--- src/rtl/fpga_ddr3_st_timing_adapter_buf.sv ---
// ---------------------------------------------------------------------------
// fpga_ddr3_st_timing_adapter_buf
//
// Avalon-ST timing adapter for the DDR3 DMA master datapath. The upstream
// source has no ready signal and cannot be stalled, so every beat it offers
// is written into a small circular FIFO. The downstream sink may apply
// backpressure with a ready latency of 0 or 1. Beats that arrive while the
// FIFO is full and not draining are dropped; drops are reported through a
// sticky overflow flag and a saturating counter.
//
// Ports:
//   clk            clock
//   reset          asynchronous, active-high reset
//   in_valid       upstream beat valid (never stalled)
//   in_data        upstream payload
//   out_valid      downstream beat valid
//   out_data       downstream payload (don't-care while out_valid is low)
//   out_ready      downstream ready
//   fill_level     entries currently stored, 0..DEPTH
//   almost_full    fill_level >= ALMOST_FULL
//   overflow       sticky: at least one beat was dropped
//   clear_overflow synchronous clear of overflow and drop_count
//   drop_count     saturating count of dropped beats
// ---------------------------------------------------------------------------
module fpga_ddr3_st_timing_adapter_buf #(
    parameter int DATA_W        = 8,
    parameter int DEPTH         = 16,
    parameter int READY_LATENCY = 0,
    parameter int ALMOST_FULL   = 12
) (
    input  logic                         clk,
    input  logic                         reset,
    input  logic                         in_valid,
    input  logic [DATA_W-1:0]            in_data,
    output logic                         out_valid,
    output logic [DATA_W-1:0]            out_data,
    input  logic                         out_ready,
    output logic [$clog2(DEPTH):0]       fill_level,
    output logic                         almost_full,
    output logic                         overflow,
    input  logic                         clear_overflow,
    output logic [15:0]                  drop_count
);

    localparam int AW = $clog2(DEPTH);

    logic [DATA_W-1:0] mem [DEPTH];
    logic [AW-1:0]     wr_ptr;
    logic [AW-1:0]     rd_ptr;
    logic [AW:0]       count;
    logic              ready_d;
    logic              full;
    logic              push;
    logic              pop;
    logic              drop;

    // Handshake decode. With ready latency 1 the sink promised to accept
    // whatever we present this cycle because it was ready last cycle, so any
    // presented beat is a transfer. With latency 0 the sink's current ready
    // qualifies the transfer, and a pop frees a slot for a same-cycle push
    // even when the FIFO is full.
    always_comb begin
        full      = (count == (AW+1)'(DEPTH));
        out_valid = (count != '0) && ((READY_LATENCY == 0) ? 1'b1 : ready_d);
        pop       = out_valid && ((READY_LATENCY == 0) ? out_ready : 1'b1);
        push      = in_valid && (!full || pop);
        drop      = in_valid && full && !pop;
    end

    // Head of the FIFO is presented directly; there is no bypass path, so a
    // beat becomes visible the cycle after it is written.
    assign out_data    = mem[rd_ptr];
    assign fill_level  = count;
    assign almost_full = (count >= (AW+1)'(ALMOST_FULL));

    // Storage array carries no reset: its contents are meaningless until the
    // pointers say otherwise.
    always_ff @(posedge clk) begin
        if (push) begin
            mem[wr_ptr] <= in_data;
        end
    end

    // Pointers wrap naturally because DEPTH is a power of two. The fill
    // counter moves by push minus pop, so simultaneous push and pop leave it
    // unchanged even when full.
    always_ff @(posedge clk or posedge reset) begin
        if (reset) begin
            wr_ptr <= '0;
            rd_ptr <= '0;
            count  <= '0;
        end else begin
            if (push) begin
                wr_ptr <= wr_ptr + AW'(1);
            end
            if (pop) begin
                rd_ptr <= rd_ptr + AW'(1);
            end
            case ({push, pop})
                2'b10:   count <= count + (AW+1)'(1);
                2'b01:   count <= count - (AW+1)'(1);
                default: count <= count;
            endcase
        end
    end

    // Delayed copy of out_ready, only consulted when ready latency is 1.
    always_ff @(posedge clk or posedge reset) begin
        if (reset) begin
            ready_d <= 1'b0;
        end else begin
            ready_d <= out_ready;
        end
    end

    // Drop reporting. A drop in the same cycle as a clear takes priority, so
    // the counter restarts at one rather than losing the new event.
    always_ff @(posedge clk or posedge reset) begin
        if (reset) begin
            overflow   <= 1'b0;
            drop_count <= '0;
        end else if (drop) begin
            overflow <= 1'b1;
            if (clear_overflow) begin
                drop_count <= 16'd1;
            end else if (drop_count != 16'hFFFF) begin
                drop_count <= drop_count + 16'd1;
            end
        end else if (clear_overflow) begin
            overflow   <= 1'b0;
            drop_count <= '0;
        end
    end

endmodule

--- config.mk ---
export PLATFORM = sky130hd
export DESIGN_NAME = fpga_ddr3_st_timing_adapter_buf
export DESIGN_NICKNAME = d
export VERILOG_FILES = /design/src/rtl/fpga_ddr3_st_timing_adapter_buf.sv
export SDC_FILE = /design/constraint.sdc
export NUM_CORES = 1
export LEC_CHECK = 0
export CAP_MARGIN = 30
export CORE_MARGIN = 1
export CORE_UTILIZATION = 59
export CTS_CLUSTER_DIAMETER = 200
export CTS_CLUSTER_SIZE = 14
export DETAILED_ROUTE_END_ITERATION = 10
export PLACE_DENSITY = 0.8
export SYNTH_ARGS = -nofsm -noshare
export SYNTH_HDL_FRONTEND = slang
export SYNTH_SLANG_ARGS = --single-unit
--- constraint.sdc ---
create_clock -name clk -period 3.4 [get_ports clk]
set_clock_uncertainty 0.2 [all_clocks]
set_input_delay 0.34 -clock clk [delete_from_list [all_inputs] [get_ports clk]]
set_output_delay 0.34 -clock clk [all_outputs]
set_load 0.05 [all_outputs]
After elaboration in Yosys (flattened, before gate mapping):

Memory sizes are Yosys's and may differ from the RTL's.
Index checks and enable logic that the tools add are counted.

* register bits: 30
* bits in latches: 0
* memory bits (writable): 128
* bits in read-only memories: 0
* input port bits: 13
* output and inout bits: 32
* logic and storage cells: 37
* memories: 1

* add/subtract/negate cells: 5
* multipliers: 0
* divide/modulo/power cells: 0
* order comparisons: 1
* equality and inequality tests: 4
* shift operators: 0
* multiplexer cells: 9
* bitwise operators: 0
* reduce and logical (&&, ||, !) cells: 12

Memories
* mem: depth 16, width 8, rd ports 1, clocked after memory_dff 0, write ports 1, RTL line 47 `logic [DATA_W-1:0] mem [DEPTH];`

Operators with widths (number)
* $mux W16: 4
* $add A16 B1 Y16 const B: 1
* $ne A16 B16 Y1 const B: 1
* $pmux W5 S2: 1
* $add A4 B1 Y4 const B: 2
* $reduce_bool A2 Y1: 3
* $add A5 B1 Y5 const B: 1
* $eq A5 B5 Y1 const B: 1
* $ge A5 B4 Y1 const B: 1
* $reduce_bool A5 Y1: 1
* $sub A5 B1 Y5 const B: 1
* $logic_and A1 B1 Y1: 4
* $mux W1: 4
* $eq A2 B1 Y1 const B: 1
* $eq A2 B2 Y1 const B: 1
* $logic_not A1 Y1: 2
* $reduce_and A2 Y1: 1
* $logic_or A1 B1 Y1: 1

Depth between registers and ports, before layout:

Gate-level depths: netlist of run 1.

* depth in word-level cells: 6
* gate-level depth with buffers: 9
* mapped depth without buffers: 8

Worst setup path before layout of run 1:

Ideal clock, no wire load.

* path type: flip-flop to flip-flop
* start: register count[3], in the netlist fill_level[3]
* end: memory mem[1][0] (enable)
* setup time: 395 ps
* arrival time: 2262 ps
* data required time: 2805 ps
* slack: 543 ps
* cell stages (with the launch flop): 6
* path buffers: 2
* clock period less this slack: 2857 ps
* path through: dfrtp_1 > clkbuf_1 > or4_1 > clkbuf_1 > o21ai_2 > nor4_1

* word-level cells in the longest chain between the ends: 6
* elaborated cells between the ends (all ways): 8
* classes of those cells: eq/ne (1); mux (2); reduce/logical (5)

RTL lines
* start, declared: RTL line 50 `logic [AW:0] count;`
* start signal, assigned: RTL line 100 `2'b10: count <= count + (AW+1)'(1);`
* start signal, assigned: RTL line 101 `2'b01: count <= count - (AW+1)'(1);`
* start signal, assigned: RTL line 102 `default: count <= count;`
* $eq A5 B5 Y1 / $reduce_bool A5 Y1 (equally long branches): RTL line 63, 64
* $logic_not A1 Y1 / $logic_and A1 B1 Y1 (equally long branches): RTL line 66, 65
* $logic_or A1 B1 Y1 *: RTL line 66 `push = in_valid && (!full || pop);`
* $logic_and A1 B1 Y1 *: RTL line 66
* $mux W1 *: RTL line 79 `if (push) begin`
* $mux W1 (implied by the code) *: RTL line 80 `mem[wr_ptr] <= in_data;`
* end, declared: RTL line 47

Every way passes the cells marked *; elsewhere a longest branch is shown, timed or not.

Worst setup path in the final report of run 1:

* start: register count[0], in the netlist fill_level[0]
* end: output port out_valid

* word-level cells in the longest chain between the ends: 1

RTL lines
* $reduce_bool A5 Y1: RTL line 64 `out_valid = (count != '0) && ((READY_LATENCY == 0) ? 1'b1 : ready_d);`
* end, declared: RTL line 35 `output logic out_valid,`

No other way between the ends.

==> results of run 1 <==
per-layer routing:
metal / vias up / global-route usage [%]
li1: 1671 / -
met2: 149 / 40.4
met5: - / 0
met1: 1935 / 35.5
met4: 0 / 7.72
met3: 15 / 6.63
where the power goes:
group | total, W | switching (W) | internal, W
clock network | 0.00179 | 0.000824 | 0.000961
logic | 0.00222 | 0.00128 | 0.000938
registers | 0.00257 | 0.000243 | 0.00233
worst paths after layout:
check                                            end  slack (ns)  cells past startpoint
setup / recovery                           out_valid        0.46                      3
hold / removal             fill_level[1]$_DFFE_PP0P_        0.10                      3
setup reg to reg           fill_level[4]$_DFFE_PP0P_        0.53                      8
hold reg to reg                 overflow$_DFFE_PP0P_        0.31                      1
max in group asynchronous      rd_ptr[0]$_DFFE_PP0N_        2.60                      3
min in group clk                overflow$_DFFE_PP0P_        0.31                      1
layout make-up:
| type | instances | area (um^2) |
|---|---|---|
| Timing Repair Buffer | 55 | 515 |
| Sequential cell | 158 | 4600 |
| Inverter | 12 | 45.0 |
| Clock buffer | 17 | 425 |
| Tap cell | 140 | 175 |
| Clock inverter | 15 | 129 |
| Fill cell | 666 | 3060 |
| Multi-Input combinational cell | 193 | 1990 |
worst min-delay path, cell delays in order:
cell             delay, ns
clkdlybuf4s50_1       0.40
inv_1                 0.05
buf_4                 0.35
flip-flops by register name, summed over array words and instances, names as in the netlist:
signal / flops
overflow: 1
fill_level: 5
drop_count: 16
rd_ptr: 4
wr_ptr: 4
mem: 128
synth_stat cells, types with 3 or more instances:
| cell type | n |
|---|---|
| nand3_1 | 12 |
| nor4_1 | 6 |
| mux2_2 | 3 |
| clkbuf_1 | 14 |
| a21oi_1 | 13 |
| dfrtp_1 | 30 |
| buf_2 | 4 |
| o21ai_0 | 4 |
| ha_1 | 7 |
| and2_1 | 8 |
| inv_1 | 12 |
| nand2_1 | 15 |
| o31ai_1 | 11 |
| buf_1 | 3 |
| xnor2_1 | 5 |
| mux4_2 | 40 |
| xor2_1 | 5 |
| or4_1 | 13 |
| nor2_1 | 5 |
| nand4_1 | 6 |
| edfxtp_1 | 128 |
layout by cell type (no fill, tap or decap), types with 2 or more instances in the layout:
| cell | synthesis | final |
|---|---|---|
| nor3b_1 | 2 | 2 |
| a21oi_1 | 13 | 13 |
| xor2_1 | 5 | 5 |
| ha_1 | 7 | 7 |
| mux2_2 | 3 | 3 |
| o21ai_0 | 4 | 4 |
| xnor2_1 | 5 | 5 |
| mux4_2 | 40 | 40 |
| mux2i_1 | 2 | 2 |
| edfxtp_1 | 128 | 128 |
| and3_1 | 2 | 2 |
| nor2b_1 | 2 | 2 |
| inv_8 | 0 | 4 |
| buf_4 | 0 | 18 |
| nor3_1 | 2 | 2 |
| nand3_1 | 12 | 12 |
| or4_1 | 13 | 13 |
| nand4_1 | 6 | 6 |
| o221ai_1 | 2 | 2 |
| o41ai_1 | 2 | 2 |
| nor4_2 | 1 | 5 |
| a31oi_1 | 2 | 2 |
| nand2b_1 | 2 | 2 |
| clkbuf_16 | 0 | 17 |
| nor4_1 | 6 | 2 |
| nand2_1 | 15 | 15 |
| and2_1 | 8 | 8 |
| and4_1 | 2 | 2 |
| inv_6 | 0 | 5 |
| clkdlybuf4s50_1 | 0 | 36 |
| clkinvlp_4 | 0 | 3 |
| nand4_2 | 2 | 2 |
| dfrtp_1 | 30 | 29 |
| o31ai_1 | 11 | 11 |
| nor2_1 | 5 | 5 |
| inv_1 | 12 | 12 |
metrics by stage:
step	instance area [um^2]	hold slack, ns
after floorplan	6700	0.231
after global routing	7880	0.142
after detailed placement	7320	0.290
after global placement	7320	0.268
final	7880	0.100
after CTS	7880	0.104
kinds of logic after synthesis:
logic type,after synthesis,share of synthesized area [%]
flip-flops,158,68.6
AO/OA/AOI/OAI,46,4.65
buffers and inverters,34,2.09
multiplexers,45,14.2
XOR/XNOR,10,1.31
adder cells (fa/ha/maj),7,1.31
AND/OR/NAND/NOR,85,7.84
==> key figures, run 1 <==
Final layout
  – Synth-to-layout area growth: 17.6%
  – Cell Count, Final, Fillers Out: 590
  – Layout cell share with drive strength beyond 1: 23.8%
  – Antenna diode count: 0
  – Final core occ: 72.0%
  – # nets final: 457

STA
  – Max Slew Vio Count: 0
  – Slew margin rel.: 43.2%
  – Setup WS post-layout: 0.463 ns
  – Max frequency: 0.341 GHz
  – Final Setup Violations: 0
  – Fin. Hold Viols: 0
  – Worst Max-Slew Pin Slew: 0.846 ns
  – Setup_tns: 0 ns
  – Unrepaired setup endpoints after global routing: false
  – Final worst path period need: 2.94 ns
  – Period utilisation layout: 86.4%

Clock tree
  – CTS max path bufs: 2
  – Resized cells post-CTS: 0
  – Hold_buf cts: 0
  – H-tree depth: 4
  – Root buf cell: clkbuf_16
  – Clock latency reported for the late side of the worst-skew pair: 0.42 ns
  – CTS Buf Count: 17
  – Post-CTS Setup Repair Bufs: 0
  – Reg clk slew, reported paths: 0.07 ns
  – Sink Count: 158
  – CTS tree: done

Detailed routing
  – Via density: 6.39
  – TritonRoute pass-1 iters: 5
  – Starting DRT DRC Count: 352
  – DR top layer: met4
  – M1 WL: 5.70 mm
  – Post-DRT Antenna Nets: 0
  – Metal2 WL: 7.22 mm
  – Residual DRC: 0
  – WL met3: 889 um
  – Vias: 3770
  – WL final: 14.0 mm
  – Post-DR wirelength/cell: 23.7 um

GRT
  – Vias in the first global route: 3688
  – Antenna violations before repair: 0
  – All-Layer GR Usage: 25.6%
  – Grt total ovfl: 0
  – Largest net degree at the start of global routing: 36
  – First-pass GRT wire length: 21.1 mm

Placement
  – Routability cong.: 0.859
  – Post-placement setup slack: 0.575 ns
  – Port Buf Inserts: 44
  – Placed insts: 558
  – Post-DP HPWL: 8.99 mm

Synth
  – Gate Count Post-Synth: 385
  – EDFF count, synth: 128
  – #FFs+latches synth: 158
  – Synth top area cells: edfxtp_1 (57%), mux4_2 (13%), dfrtp_1 (11%)
  – Netlist cell types: 51
  – Post-synth top area cell: edfxtp_1
  – Syn Nets: 405
  – Top cell type's share of synthesized area: 57.4%
  – Predominant post-synthesis flop cell: edfxtp_1
  – Async set or reset register ratio after synthesis: 19.0%
  – Synth Cell Area: 0.00670 mm^2
  – Sequential fraction of the synthesis area: 68.6%
  – Synthesized area per cell: 17.4 um^2
  – YS warnings: 0

Critical path
  – Crit path cell chain: nor4_4, nand2_1, clkdlybuf4s50_1
  – Reg-to-Reg Start: fill_level[0]$_DFFE_PP0P_
  – Worst Path Buf+Inv: 1
  – Slowest CP cell: clkdlybuf4s50_1
  – CP Launch Type: flop
  – CP endpoint kind: primary output
  – Worst Path Required: 2.86 ns
  – Crit Path Category: flop to primary output
  – Crit path DAT: 2.40 ns
  – Crit path max-delay family: simple AND/OR/NAND/NOR gates
  – Critical path's largest stage delay: 0.73 ns
  – Crit path launch: fill_level[0]$_DFFE_PP0P_
  – Worst-path fanout max: 9

Job
  – Maxcap violations: 0

Power and ir drop
  – Power, Total: 0.00658 W
  – LEAKAGE: 2.67 nW
  – Pwr Density: 835 mW/mm^2
  – VDD IR max: 624 uV

Status
  – Status: completed

Floorplanning
  – Chip width: 109 um
  – IO Pins: 45
  – Die ar.: 0.0118 mm^2
  – Die H: 109 um
  – Core box area: 0.0109 mm^2
  – Row cnt: 38
  – Starting Density: 61.3%

Hold path
  – Hold Crit Class: input pin to asynchronous set/reset pin
Note: power is estimated with default switching activity, not from simulation.
==> run 2: changes to the inputs <==
- TNS_END_PERCENT: unset -> 100
==> results of run 2 <==
Final layout, timing and power as in run 1 (identical DEF).
